### src/rtl/serial_subtractor.sv
// ============================================================================
// Module   : serial_subtractor
// Brief    : Bit-serial unsigned subtractor (a - b [- bin]), LSB first, one
//            full-subtractor cell with a registered borrow. Optional borrow-in
//            port enabled by defining SERIAL_SUB_BORROW_IN_EN.
// Revision : 1.0 - initial release
// ============================================================================
`default_nettype none

module serial_subtractor #(
    parameter int WIDTH = 8
) (
    input  logic             clk,
    input  logic             rst,
    input  logic             start,
    input  logic [WIDTH-1:0] a,
    input  logic [WIDTH-1:0] b,
`ifdef SERIAL_SUB_BORROW_IN_EN
    input  logic             bin,
`endif
    output logic [WIDTH-1:0] diff,
    output logic             bout,
    output logic             busy,
    output logic             done
);

    localparam int               C_CW       = (WIDTH > 1) ? $clog2(WIDTH) : 1;
    localparam logic [C_CW-1:0]  C_CNT_LAST = C_CW'(WIDTH - 1);

    localparam logic [1:0] C_IDLE  = 2'd0;
    localparam logic [1:0] C_SHIFT = 2'd1;
    localparam logic [1:0] C_DONE  = 2'd2;

    logic [1:0]       state_q,   state_d;
    logic [WIDTH-1:0] a_sh_q,    a_sh_d;
    logic [WIDTH-1:0] b_sh_q,    b_sh_d;
    logic [WIDTH-1:0] res_q,     res_d;
    logic             borrow_q,  borrow_d;
    logic [C_CW-1:0]  cnt_q,     cnt_d;
    logic [WIDTH-1:0] diff_q,    diff_d;
    logic             bout_q,    bout_d;

    logic w_bin_init;
    logic w_load;
    logic w_last;
    logic w_x, w_y, w_d, w_r_next;

`ifdef SERIAL_SUB_BORROW_IN_EN
    assign w_bin_init = bin;
`else
    assign w_bin_init = 1'b0;
`endif

    // DONE accepts a new request exactly like IDLE, giving back-to-back operation
    assign w_load = start && ((state_q == C_IDLE) || (state_q == C_DONE));
    assign w_last = (cnt_q == C_CNT_LAST);

    assign w_x      = a_sh_q[0];
    assign w_y      = b_sh_q[0];
    assign w_d      = w_x ^ w_y ^ borrow_q;
    assign w_r_next = (~w_x & w_y) | (~(w_x ^ w_y) & borrow_q);

    always_ff @(posedge clk) begin
        if (rst) begin
            state_q  <= C_IDLE;
            a_sh_q   <= '0;
            b_sh_q   <= '0;
            res_q    <= '0;
            borrow_q <= 1'b0;
            cnt_q    <= '0;
            diff_q   <= '0;
            bout_q   <= 1'b0;
        end else begin
            state_q  <= state_d;
            a_sh_q   <= a_sh_d;
            b_sh_q   <= b_sh_d;
            res_q    <= res_d;
            borrow_q <= borrow_d;
            cnt_q    <= cnt_d;
            diff_q   <= diff_d;
            bout_q   <= bout_d;
        end
    end

    always_comb begin
        state_d = state_q;
        case (state_q)
            C_IDLE:  if (start)  state_d = C_SHIFT;
            C_SHIFT: if (w_last) state_d = C_DONE;
            C_DONE:  state_d = start ? C_SHIFT : C_IDLE;
            default: state_d = C_IDLE;
        endcase
    end

    always_comb begin
        a_sh_d   = a_sh_q;
        b_sh_d   = b_sh_q;
        res_d    = res_q;
        borrow_d = borrow_q;
        cnt_d    = cnt_q;
        diff_d   = diff_q;
        bout_d   = bout_q;
        if (w_load) begin
            a_sh_d   = a;
            b_sh_d   = b;
            res_d    = '0;
            borrow_d = w_bin_init;
            cnt_d    = '0;
        end else if (state_q == C_SHIFT) begin
            a_sh_d   = {1'b0, a_sh_q[WIDTH-1:1]};
            b_sh_d   = {1'b0, b_sh_q[WIDTH-1:1]};
            res_d    = {w_d, res_q[WIDTH-1:1]};
            borrow_d = w_r_next;
            cnt_d    = cnt_q + 1'b1;
            // Result registers change only on DONE entry so partial sums never leak out
            if (w_last) begin
                diff_d = {w_d, res_q[WIDTH-1:1]};
                bout_d = w_r_next;
            end
        end
    end

    always_comb begin
        busy = (state_q == C_SHIFT);
        done = (state_q == C_DONE);
        diff = diff_q;
        bout = bout_q;
    end

endmodule

`default_nettype wire
### config.mk
export PLATFORM = sky130hd
export DESIGN_NAME = serial_subtractor
export DESIGN_NICKNAME = d
export VERILOG_FILES = /design/src/rtl/serial_subtractor.sv
export SDC_FILE = /design/constraint.sdc
export NUM_CORES = 1
export LEC_CHECK = 0
export ABC_AREA = 1
export BUFFER_PORTS_ARGS = -buffer_cell sky130_fd_sc_hd__buf_2
export CAP_MARGIN = 20
export CORE_UTILIZATION = 50
export DETAILED_ROUTE_END_ITERATION = 8
export PLACE_DENSITY = 0.73
export SETUP_SLACK_MARGIN = 0.1
export SLEW_MARGIN = 20
export SYNTH_ARGS = -nofsm -noshare
export SYNTH_HDL_FRONTEND = slang
export SYNTH_SLANG_ARGS = --single-unit
### constraint.sdc
create_clock -name clk -period 1.6 [get_ports clk]
set_clock_uncertainty 0.1 [all_clocks]
set_input_delay 0.16 -clock clk [delete_from_list [all_inputs] [get_ports clk]]
set_output_delay 0.16 -clock clk [all_outputs]
set_load 0.01 [all_outputs]
==> results of run 1 <==
==> Yosys cell counts <==
cell | count | share of area, %
inv_2 | 6 | 1.3
a21oi_1 | 16 | 4.7
nand3_1 | 14 | 4.2
nor2_2 | 1 | 0.37
xor2_1 | 1 | 0.52
buf_2 | 3 | 0.89
nand2_4 | 1 | 0.67
clkbuf_2 | 1 | 0.30
fa_1 | 1 | 1.2
nor2_4 | 1 | 0.67
o21ai_0 | 22 | 6.5
buf_6 | 3 | 2.0
nand2_8 | 2 | 2.4
nand2_1 | 42 | 9.3
dfxtp_1 | 38 | 45
buf_4 | 2 | 0.89
o21ai_1 | 2 | 0.59
inv_1 | 31 | 6.9
nor2_8 | 1 | 1.2
nor2_1 | 37 | 8.2
inv_6 | 1 | 0.52
ha_1 | 2 | 1.5
==> area by class of cell <==
type                    count  area (µm²)
clock buffers               5        37.5
fillers                   285        1130
repair buffers             39         228
well taps                  44        55.1
flip-flops and latches     38         764
multi-input cells         144         721
clock inverters             3        40.0
inverters                  38         155
==> repair_timing <==
action,CTS,global route
hold endpoints to repair,3,0
setup endpoints to repair,2,5
gates resized for setup,5,1
pin swaps,1,0
hold buffers,3,0
buffers inserted,0,4
cloned,1,0
==> sequential cells by signal, summed over array words and instances, names as in the netlist <==
signal and flops:
a_sh_q 8, b_sh_q 8, borrow_q 1, bout 1, cnt_q 3, diff 8, res_q 7, state_q 2
==> layer usage <==
layer / global-route usage (%) / part of all wire (%) / vias to the layer above
li1: - / - / 783
met1: 25.3 / 49 / 648
met2: 32.9 / 48 / 19
met3: 3.90 / 2.8 / 2
met4: 6.98 / 0.60 / 0
met5: 0 / 0 / -
==> worst max-delay path: stages (launching register included) <==
cell and delay (ns):
dfxtp_4 0.43, nand2_8 0.13, inv_6 0.12, buf_2 0.14
==> power breakdown <==
group | internal [mW] | switching, mW | leakage, nW
sequential | 0.997 | 0.0306 | 0.311
clock | 0.324 | 0.305 | 0.0450
combinational | 0.103 | 0.163 | 0.673
==> through the flow <==
step	area, µm²	power, mW	hold slack, ns	utilization, %
after floorplan	1690	1.25	0.195	-
after global placement	1840	1.30	0.285	58.8
after detailed placement	1840	1.30	0.289	58.8
after CTS	1970	1.94	0.0336	63.0
after global routing	2000	2.03	0.0551	64.0
final	2000	1.92	0.0427	64.0
==> how the worst max path moves through the flow <==
stage,start,endpoint
CTS,state_q[0],busy
floorplan,cnt_q[0],diff[2]
detailed placement,state_q[0],diff[7]
global placement,state_q[0],diff[7]
global route,cnt_q[0],diff[2]
finish,state_q[0],busy
==> cells by family (layout without fill, tap and decap cells) <==
| kind of cell | Yosys count | after routing |
|---|---|---|
| AND/OR/NAND/NOR | 99 | 100 |
| XOR/XNOR | 1 | 1 |
| adder cells (fa/ha/maj) | 3 | 3 |
| AO/OA/AOI/OAI | 40 | 40 |
| buffers and inverters | 47 | 85 |
| flip-flops | 38 | 38 |
==> out/metrics.yaml, run 1 <==
run_status:
  status: "complete, no violations"
setup_path:
  startpoint_type: "flip-flop"
  cp_data_required_time_ns: 1.34
  regToRegEndpoint: "diff[3]"
  reg2regPathDepth: 7
  r2r_slack_ns: 0.23
  crit_fanout: 14
  crit_type: "reg -> out"
  critical_path_arrival_ns: 1.16
  worstSetupEndpointType: "output port"
  r2r-start: "cnt_q[0]"
sta:
  rsz0062_at_grt: "no"
  setup_ws_ns: 0.181
  drv_slew: 0
  setup_tns_ns: 0
  remaining_max_slew_budget_at_the_tightest_pin_pct: 85.0
  period_minus_slack_ns: 1.42
  worstMarginPinSlew_ns: 0.224
  final_setup_violation_count: 0
  finalCritPeriodShare_pct: 88.7
  achievable-frequency_mhz: 705
  timing.final.hold_violations: 0
logic_synthesis:
  synth.mux.area_fraction_pct: 0
  ys_seq_elements: 38
  share_of_synthesized_area_occupied_by_flip_flops_and_latches_pct: 45.1
  number_of_warnings_printed_during_yosys_synthesis: 0
  synthesis.instances: 228
  synth_top_family_by_area: "simple AND/OR/NAND/NOR gates"
  yosys.area_share.xor_xnor_pct: 0.519
  post_synth.cell_area_avg_um2: 7.40
  synth_area_um2: 1690
  post_synth_fa_ha_maj_area_fraction_pct: 2.67
  synth-simple-area-share_pct: 27.0
  synth-compound-area-share_pct: 11.9
  yosysUniqueCellTypes: 22
  synth.net_count: 250
placement:
  detailedPlacementHpwl_mm: 2.10
  gp_routability_congestion: 0.730
  port-buffer-count: 29
  place_ws_ns: 0.184
  numPlacedInstances: 295
finish:
  number_of_cells_in_the_finished_layout_apart_from_fillers: 311
  most-common-layout-cells: "nand2_1 (42), nor2_1 (37), dfxtp_1 (37)"
  finish.net_count: 288
  layout-area-overhead-vs-synth_pct: 18.6
  layout_commonest_cell: "nand2_1"
  post_route_cells_drive_above_1_share_pct: 22.5
  diodes_inserted: 0
clocking:
  clock_tree_from_tritoncts: "done"
  clock_tree.htree_level_count: 2
  clk_root_buf: "clkbuf_4"
  cts_inserted_buffers: 5
  clk_pin_slew_ns: 0.11
  worstSkewPairLatency_ns: 0.33
  max-clock-path-buffers: 2
  cts_num_sinks: 38
floorplanning:
  dieHeight_um: 60.1
  initial_core_utilization_pct: 53.9
  io_pins: 30
  die_width_um: 60.1
  core_area_um2: 3130
  die_area_um2: 3610
  core.rowCount: 20
worst_hold_path:
  min_delay_path_depth: 5
  hold-path-endpoint: "a_sh_q[6]"
  min_from: "a[6]"
  hold_class: "in -> reg"
grt:
  grt_start_max_net_pins: 20
  first_global_vias: 1237
  grt_antenna_before_repair: 0
  first_pass_grt_wire_length_mm: 5.29
  grtUsageTotal_pct: 19.7
  global_route.overflow_total: 0
route:
  drt-initial-drc-count: 59
  totalWireLength_mm: 3.17
  ant_nets: 0
  drcViolationCount: 0
  detail_route.vias_per_cell: 4.67
  drt_first_pass_iters: 4
  route.vias.total: 1452
  routed_wire_length_per_instance_um: 10.2
power_and_ir_drop:
  leakagePower_nw: 1.03
  powerDensity_nw_per_um2: 961
  worst_vdd_rail_ir_drop_uv: 486
job:
  max_capacitance_violation_total: 0
Note: power is estimated with default switching activity, not from simulation.
==> run 2: changes to the inputs <==
Settings changed: SETUP_SLACK_MARGIN 0.1 to 0.2.
==> run 2 against run 1 <==
Power up 0.96%. Register-to-register slack better by 0.06 ns. Via count up 1.2%. Clock power about the same. Core utilization up 1.1 points. Routed wire length up 2.1%. Combinational power up 8.3%. Sequential power about the same. Sequential share of layout area down 0.60 points. Count of clock-buffer cells in the layout unchanged. Fmax up 6.2%. Critical path depth unchanged. Critical path type unchanged. Critical endpoint is now done.
==> out/metrics.yaml, run 2 (synthesis gave the netlist of run 1 again) <==
run_status:
  status: "complete, no violations"  # unchanged
sta:
  rsz0062_at_grt: "yes"  # was no
  remaining_max_slew_budget_at_the_tightest_pin_pct: 85.0  # about the same
  finalCritPeriodShare_pct: 83.5  # was 88.7%
  final_setup_violation_count: 0  # unchanged
  setup_tns_ns: 0  # unchanged
  period_minus_slack_ns: 1.34  # was 1.42 ns
  drv_slew: 0  # unchanged
  timing.final.hold_violations: 0  # unchanged
  worstMarginPinSlew_ns: 0.224  # about the same
  achievable-frequency_mhz: 748  # was 705 MHz
grt:
  global_route.overflow_total: 0  # unchanged
  grt_antenna_before_repair: 0  # unchanged
  first_pass_grt_wire_length_mm: 5.48  # was 5.29 mm
  grt_start_max_net_pins: 20  # unchanged
  first_global_vias: 1289  # was 1237
  grtUsageTotal_pct: 20.4  # was 19.7%
route:
  detail_route.vias_per_cell: 4.68  # was 4.67
  drt_first_pass_iters: 4  # unchanged
  routed_wire_length_per_instance_um: 10.3  # was 10.2 µm
  drcViolationCount: 0  # unchanged
  drt-initial-drc-count: 58  # was 59
  ant_nets: 0  # unchanged
  route.vias.total: 1469  # was 1452
  totalWireLength_mm: 3.23  # was 3.17 mm
setup_path:
  cp_top_family: "flip-flops"  # unchanged
  worstSetupEndpointType: "output port"  # unchanged
  crit_fanout: 5  # was 14
  cp_num_buf_inv: 2  # unchanged
  crit_type: "reg -> out"  # unchanged
  critPathMaxStageDelay_ns: 0.39  # was 0.43 ns
  crit_slowest_cell: "dfxtp_4"  # unchanged
  cp_data_required_time_ns: 1.34  # about the same
  critical_path_arrival_ns: 1.08  # was 1.16 ns
  path_cells: "buf_6 > nor2_2 > buf_2"  # was nand2_8 > inv_6 > buf_2
  r2r_slack_ns: 0.29  # was 0.23 ns
  startpoint_type: "flip-flop"  # unchanged
clocking:
  clock_tree_from_tritoncts: "done"  # unchanged
  worstSkewPairLatency_ns: 0.33  # about the same
  cts_num_sinks: 38  # unchanged
  max-clock-path-buffers: 2  # unchanged
  clk_root_buf: "clkbuf_4"  # unchanged
  clock_tree.htree_level_count: 2  # unchanged
  clk_pin_slew_ns: 0.11  # about the same
  cts_inserted_buffers: 5  # unchanged
power_and_ir_drop:
  worst_vdd_rail_ir_drop_uv: 473  # was 486 µV
  total_switching_power_uw: 504  # was 498 µW
  pwr-share-seq_pct: 52.8  # was 53.5%
  powerDensity_nw_per_um2: 953  # was 961 nW/µm²
  switching_share_pct: 26.0  # was 25.9%
  power.share.combinational_pct: 14.9  # was 13.9%
  leakagePower_nw: 1.05  # was 1.03 nW
  power_share_of_the_clock_group_pct: 32.3  # was 32.7%
  cellInternalPower_mw: 1.44  # was 1.42 mW
finish:
  n_fill_cell: 278  # was 285
  most-common-layout-cells: "nand2_1 (42), nor2_1 (36), dfxtp_1 (36)"  # was nand2_1 (42), nor2_1 (37), dfxtp_1 (37)
  multi_input_comb_area_um2: 723  # was 721 µm²
  layout_commonest_cell: "nand2_1"  # unchanged
  finish.net_count: 291  # was 288
  diodes_inserted: 0  # unchanged
  final_util_pct: 65.1  # was 64.0%
  post_route_cells_drive_above_1_share_pct: 24.1  # was 22.5%
  layout-area-overhead-vs-synth_pct: 20.7  # was 18.6%
  layout.area.seq_um2: 766  # was 764 µm²
floorplanning:
  initial_core_utilization_pct: 53.9  # unchanged
  die_area_um2: 3610  # unchanged
  core_area_um2: 3130  # unchanged
  io_pins: 30  # unchanged
  core.rowCount: 20  # unchanged
  die_width_um: 60.1  # unchanged
  dieHeight_um: 60.1  # unchanged
placement:
  gp_routability_congestion: 0.730  # unchanged
  port-buffer-count: 29  # unchanged
  detailedPlacementHpwl_mm: 2.10  # unchanged
job:
  max_capacitance_violation_total: 0  # unchanged
worst_hold_path:
  hold_class: "in -> reg"  # unchanged
==> run 2: cell types whose count changed in the layout (fill, tap and decap cells not counted) <==
cell,before,now
nor2_1,37,36
dfxtp_2,0,1
dfxtp_1,37,36
inv_4,1,3
buf_6,0,1
buf_4,7,9
inv_2,5,3
nor2_2,1,2
==> run 2: power by group through the flow <==
stage	clock (mW)	sequential, mW	combinational (mW)
4_1_cts	0.646	1.02	0.284
2_1_floorplan	0	1.04	0.211
6_report	0.627	1.03	0.288
5_1_grt	0.686	1.03	0.328
3_5_place_dp	0	1.05	0.252
3_3_place_gp	0	1.05	0.250
==> run 2: worst register-to-register path: cells and delay by family, from the launching register on <==
kind / cells / cell delay [ns]
AND/OR/NAND/NOR: 4 / 0.40
buffers and inverters: 3 / 0.36
flip-flops: 1 / 0.34
==> run 2: timing repair <==
action | 4_1_cts | 5_1_grt
buffers inserted | 5 | 2
gates cloned | 1 | 0
hold buffers | 3 | 0
pin swaps | 2 | 0
resized for setup | 5 | 6
setup endpoints to repair | 21 | 15
hold endpoints to repair | 3 | 0
==> run 2: metal layers <==
layer | track usage [%] | up-vias | part of all wire [%]
li1 | - | 788 | -
met1 | 25.9 | 655 | 48
met2 | 34.0 | 24 | 48
met3 | 4.33 | 2 | 3.3
met4 | 7.31 | 0 | 0.59
met5 | 0 | - | 0
==> run 2: worst paths after layout <==
kind	startpoint	end	cells after the start
worst max-delay path	state_q[0]	done	3
worst min-delay path	a[3]	a_sh_q[3]	5
worst max register to register	state_q[1]	diff[3]	7
worst min register to register	a_sh_q[7]	a_sh_q[7]	2
==> run 2: layout make-up <==
cell class,count,area share [%]
clock buffers,5,1.84
clock inverters,3,1.97
inverters,38,7.87
multi-input cells,144,35.5
flip-flops and latches,38,37.6
well taps,44,2.70
repair buffers,42,12.5
==> run 2: metrics by stage <==
stage	instances	setup WS (ns)	cell area, µm²	hold WS, ns	power [mW]
floorplan	228	0.337	1690	0.195	1.25
global placement	295	0.202	1840	0.285	1.30
detailed placement	295	0.184	1840	0.289	1.30
CTS	312	0.207	2010	0.0336	1.95
global route	314	0.167	2040	0.0551	2.05
finish	314	0.264	2040	0.0500	1.94
==> run 3: changes to the inputs <==
Clock period 1.6 ns to 1.3 ns, I/O delays scaled along.
==> run 3 against run 2 <==
Count of clock-buffer cells in the layout is 2 higher. The run now ends with hold timing left. Worst hold slack worse by 0.056 ns. Cell area increased by 16%.
==> out/metrics.yaml, run 3 (synthesis gave the netlist of run 1 again) <==
power_and_ir_drop:
  powerDensity_nw_per_um2: 1030  # was 953 nW/µm²
  power.share.combinational_pct: 20.8  # was 14.9%
  leakagePower_nw: 1.12  # was 1.05 nW
  pwr-share-seq_pct: 52.2  # was 52.8%
  cellInternalPower_mw: 1.70  # was 1.44 mW
  total_switching_power_uw: 733  # was 504 µW
  switching_share_pct: 30.1  # was 26.0%
  power_share_of_the_clock_group_pct: 27.0  # was 32.3%
  worst_vdd_rail_ir_drop_uv: 780  # was 473 µV
  design_power_total_mw: 2.43  # was 1.94 mW
sta:
  drv_slew: 0  # unchanged
  timing.final.hold_violations: 1  # was 0
  rsz0062_at_grt: "yes"  # unchanged
  finalCritPeriodShare_pct: 99.6
  remaining_max_slew_budget_at_the_tightest_pin_pct: 47.5  # was 85.0%
  worst_hold_slack_ns: -0.00563  # was 0.0500 ns
  final_setup_violation_count: 0  # unchanged
  period_minus_slack_ns: 1.30
  setup_tns_ns: 0  # unchanged
  worstMarginPinSlew_ns: 0.786  # was 0.224 ns
  achievable-frequency_mhz: 772
setup_path:
  crit_slowest_cell: "dfxtp_4"  # unchanged
  crit_type: "reg -> out"  # unchanged
  startpoint_type: "flip-flop"  # unchanged
  path_cells: "buf_6 > nor2_2 > buf_2"  # unchanged
  critical_path_cell_count: 3  # unchanged
  cp_top_family: "flip-flops"  # unchanged
  regToRegEndpoint: "bout"  # was diff[3]
  worstSetupEndpointType: "output port"  # unchanged
  crit_fanout: 3  # was 5
  critical_path_arrival_ns: 1.07  # was 1.08 ns
  cp_data_required_time_ns: 1.07  # was 1.34 ns
  cp_num_buf_inv: 2  # unchanged
  r2r-start: "cnt_q[0]"  # was state_q[1]
  r2r_slack_ns: 0.02  # was 0.29 ns
  critPathMaxStageDelay_ns: 0.39  # about the same
  reg2regPathDepth: 7  # unchanged
floorplanning:
  die_width_um: 60.1  # unchanged
  io_pins: 30  # unchanged
  core_area_um2: 3130  # unchanged
  core.rowCount: 20  # unchanged
  die_area_um2: 3610  # unchanged
  initial_core_utilization_pct: 53.9  # unchanged
  dieHeight_um: 60.1  # unchanged
grt:
  grtUsageTotal_pct: 24.0  # was 20.4%
  first_global_vias: 1424  # was 1289
  grt_antenna_before_repair: 0  # unchanged
  grt_start_max_net_pins: 22  # was 20
  first_pass_grt_wire_length_mm: 6.30  # was 5.48 mm
  global_route.overflow_total: 0  # unchanged
route:
  drt-initial-drc-count: 95  # was 58
  drt_first_pass_iters: 4  # unchanged
  route.vias.total: 1578  # was 1469
  detail_route.vias_per_cell: 4.92  # was 4.68
  ant_nets: 0  # unchanged
  totalWireLength_mm: 4.05  # was 3.23 mm
  routed_wire_length_per_instance_um: 12.6  # was 10.3 µm
  drcViolationCount: 0  # unchanged
placement:
  placed_area_um2: 1900  # was 1840 µm²
  port-buffer-count: 29  # unchanged
  gp_routability_congestion: 0.765  # was 0.730
  detailedPlacementHpwl_mm: 2.22  # was 2.10 mm
worst_hold_path:
  hold_class: "in -> reg"  # unchanged
  hold-path-endpoint: "a_sh_q[6]"  # was a_sh_q[3]
  min_delay_path_depth: 5  # unchanged
  min_from: "a[6]"  # was a[3]
finish:
  layout_commonest_cell: "nor2_1"  # was nand2_1
  final_util_pct: 75.6  # was 65.1%
  diodes_inserted: 0  # unchanged
  n_fill_cell: 232  # was 278
  finish.instance_area_um2: 2370  # was 2040 µm²
  layout-area-overhead-vs-synth_pct: 40.3  # was 20.7%
  post_route_cells_drive_above_1_share_pct: 46.2  # was 24.1%
  most-common-layout-cells: "nor2_1 (35), nand2_1 (28), inv_1 (27), buf_2 (27), dfxtp_1 (26)"  # was nand2_1 (42), nor2_1 (36), dfxtp_1 (36)
  finish.net_count: 298  # was 291
clocking:
  max-clock-path-buffers: 2  # unchanged
  cts_num_sinks: 38  # unchanged
  clock_tree_from_tritoncts: "done"  # unchanged
  worstSkewPairLatency_ns: 0.34  # was 0.33 ns
  clock_tree.htree_level_count: 2  # unchanged
  clk_pin_slew_ns: 0.11  # about the same
  cts_inserted_buffers: 5  # unchanged
  clk_root_buf: "clkbuf_4"  # unchanged
job:
  max_capacitance_violation_total: 0  # unchanged
run_status:
  status: "finished, violations left"  # was complete, no violations
  violations: "hold timing"
## run 3: cell count changes in the layout (fill, tap and decap cells not counted), sizes merged
| cell | before | now |
|---|---|---|
| inv | 38 | 39 |
| bufinv | 1 | 0 |
| buf | 39 | 45 |
| clkbuf | 5 | 7 |
| clkinv | 2 | 1 |
## run 3: power groups by stage
stage               clock network, mW  logic [mW]  registers (mW)
floorplan                           0       0.264            1.28
global placement                    0       0.312            1.30
detailed placement                  0       0.317            1.30
CTS                             0.651       0.438            1.27
global route                    0.724       0.550            1.28
finish                          0.657       0.505            1.27
## run 3: through the flow
stage	instances	setup slack (ns)
2_1_floorplan	228	0.138
3_3_place_gp	298	0.0575
3_5_place_dp	298	0.0283
4_1_cts	317	-0.00201
5_1_grt	321	-0.0651
6_report	321	0.00492
## run 3: cell type report
type,instances,area [µm²],share of cell area [%]
multi-input cells,144,927,39.2
flip-flops and latches,38,778,32.9
repair buffers,48,357,15.1
inverters,38,178,7.51
clock buffers,7,55.1,2.33
well taps,44,55.1,2.33
repair inverters,1,11.3,0.476
clock inverters,1,5.00,0.212
## run 3: how the worst max path moves through the flow
| stage | to | from | slack (ns) |
|---|---|---|---|
| floorplan | res_q[7] | a_sh_q[0] | 0.14 |
| global placement | res_q[7] | b_sh_q[0] | 0.06 |
| detailed placement | diff[2] | cnt_q[1] | 0.03 |
| CTS | done | state_q[1] | -0.002 |
| global route | diff[3] | cnt_q[0] | -0.07 |
| finish | done | state_q[0] | 0.005 |
## run 3: what timing repair did
action                                  4_1_cts  5_1_grt
pin swaps                                    22       22
hold buffers                                  3        0
endpoints found under the setup margin       40       46
gates cloned                                  2        0
setup buffers                                 6        4
hold endpoints to repair                      3        0
gates resized for setup                      68       30
## run 3: tightest hold or removal path: cells and delay by family
| kind | cells | cell delay (ns) |
|---|---|---|
| AND/OR/NAND/NOR | 2 | 0.11 |
| AO/OA/AOI/OAI | 1 | 0.04 |
| buffers and inverters | 2 | 0.14 |
## run 3: metal layers
layer / global-route usage [%] / part of all wire (%) / vias up
li1: - / - / 800
met1: 28.3 / 44 / 742
met2: 42.4 / 51 / 29
met3: 5.84 / 3.4 / 7
met4: 7.31 / 1.2 / 0
met5: 0 / 0 / -
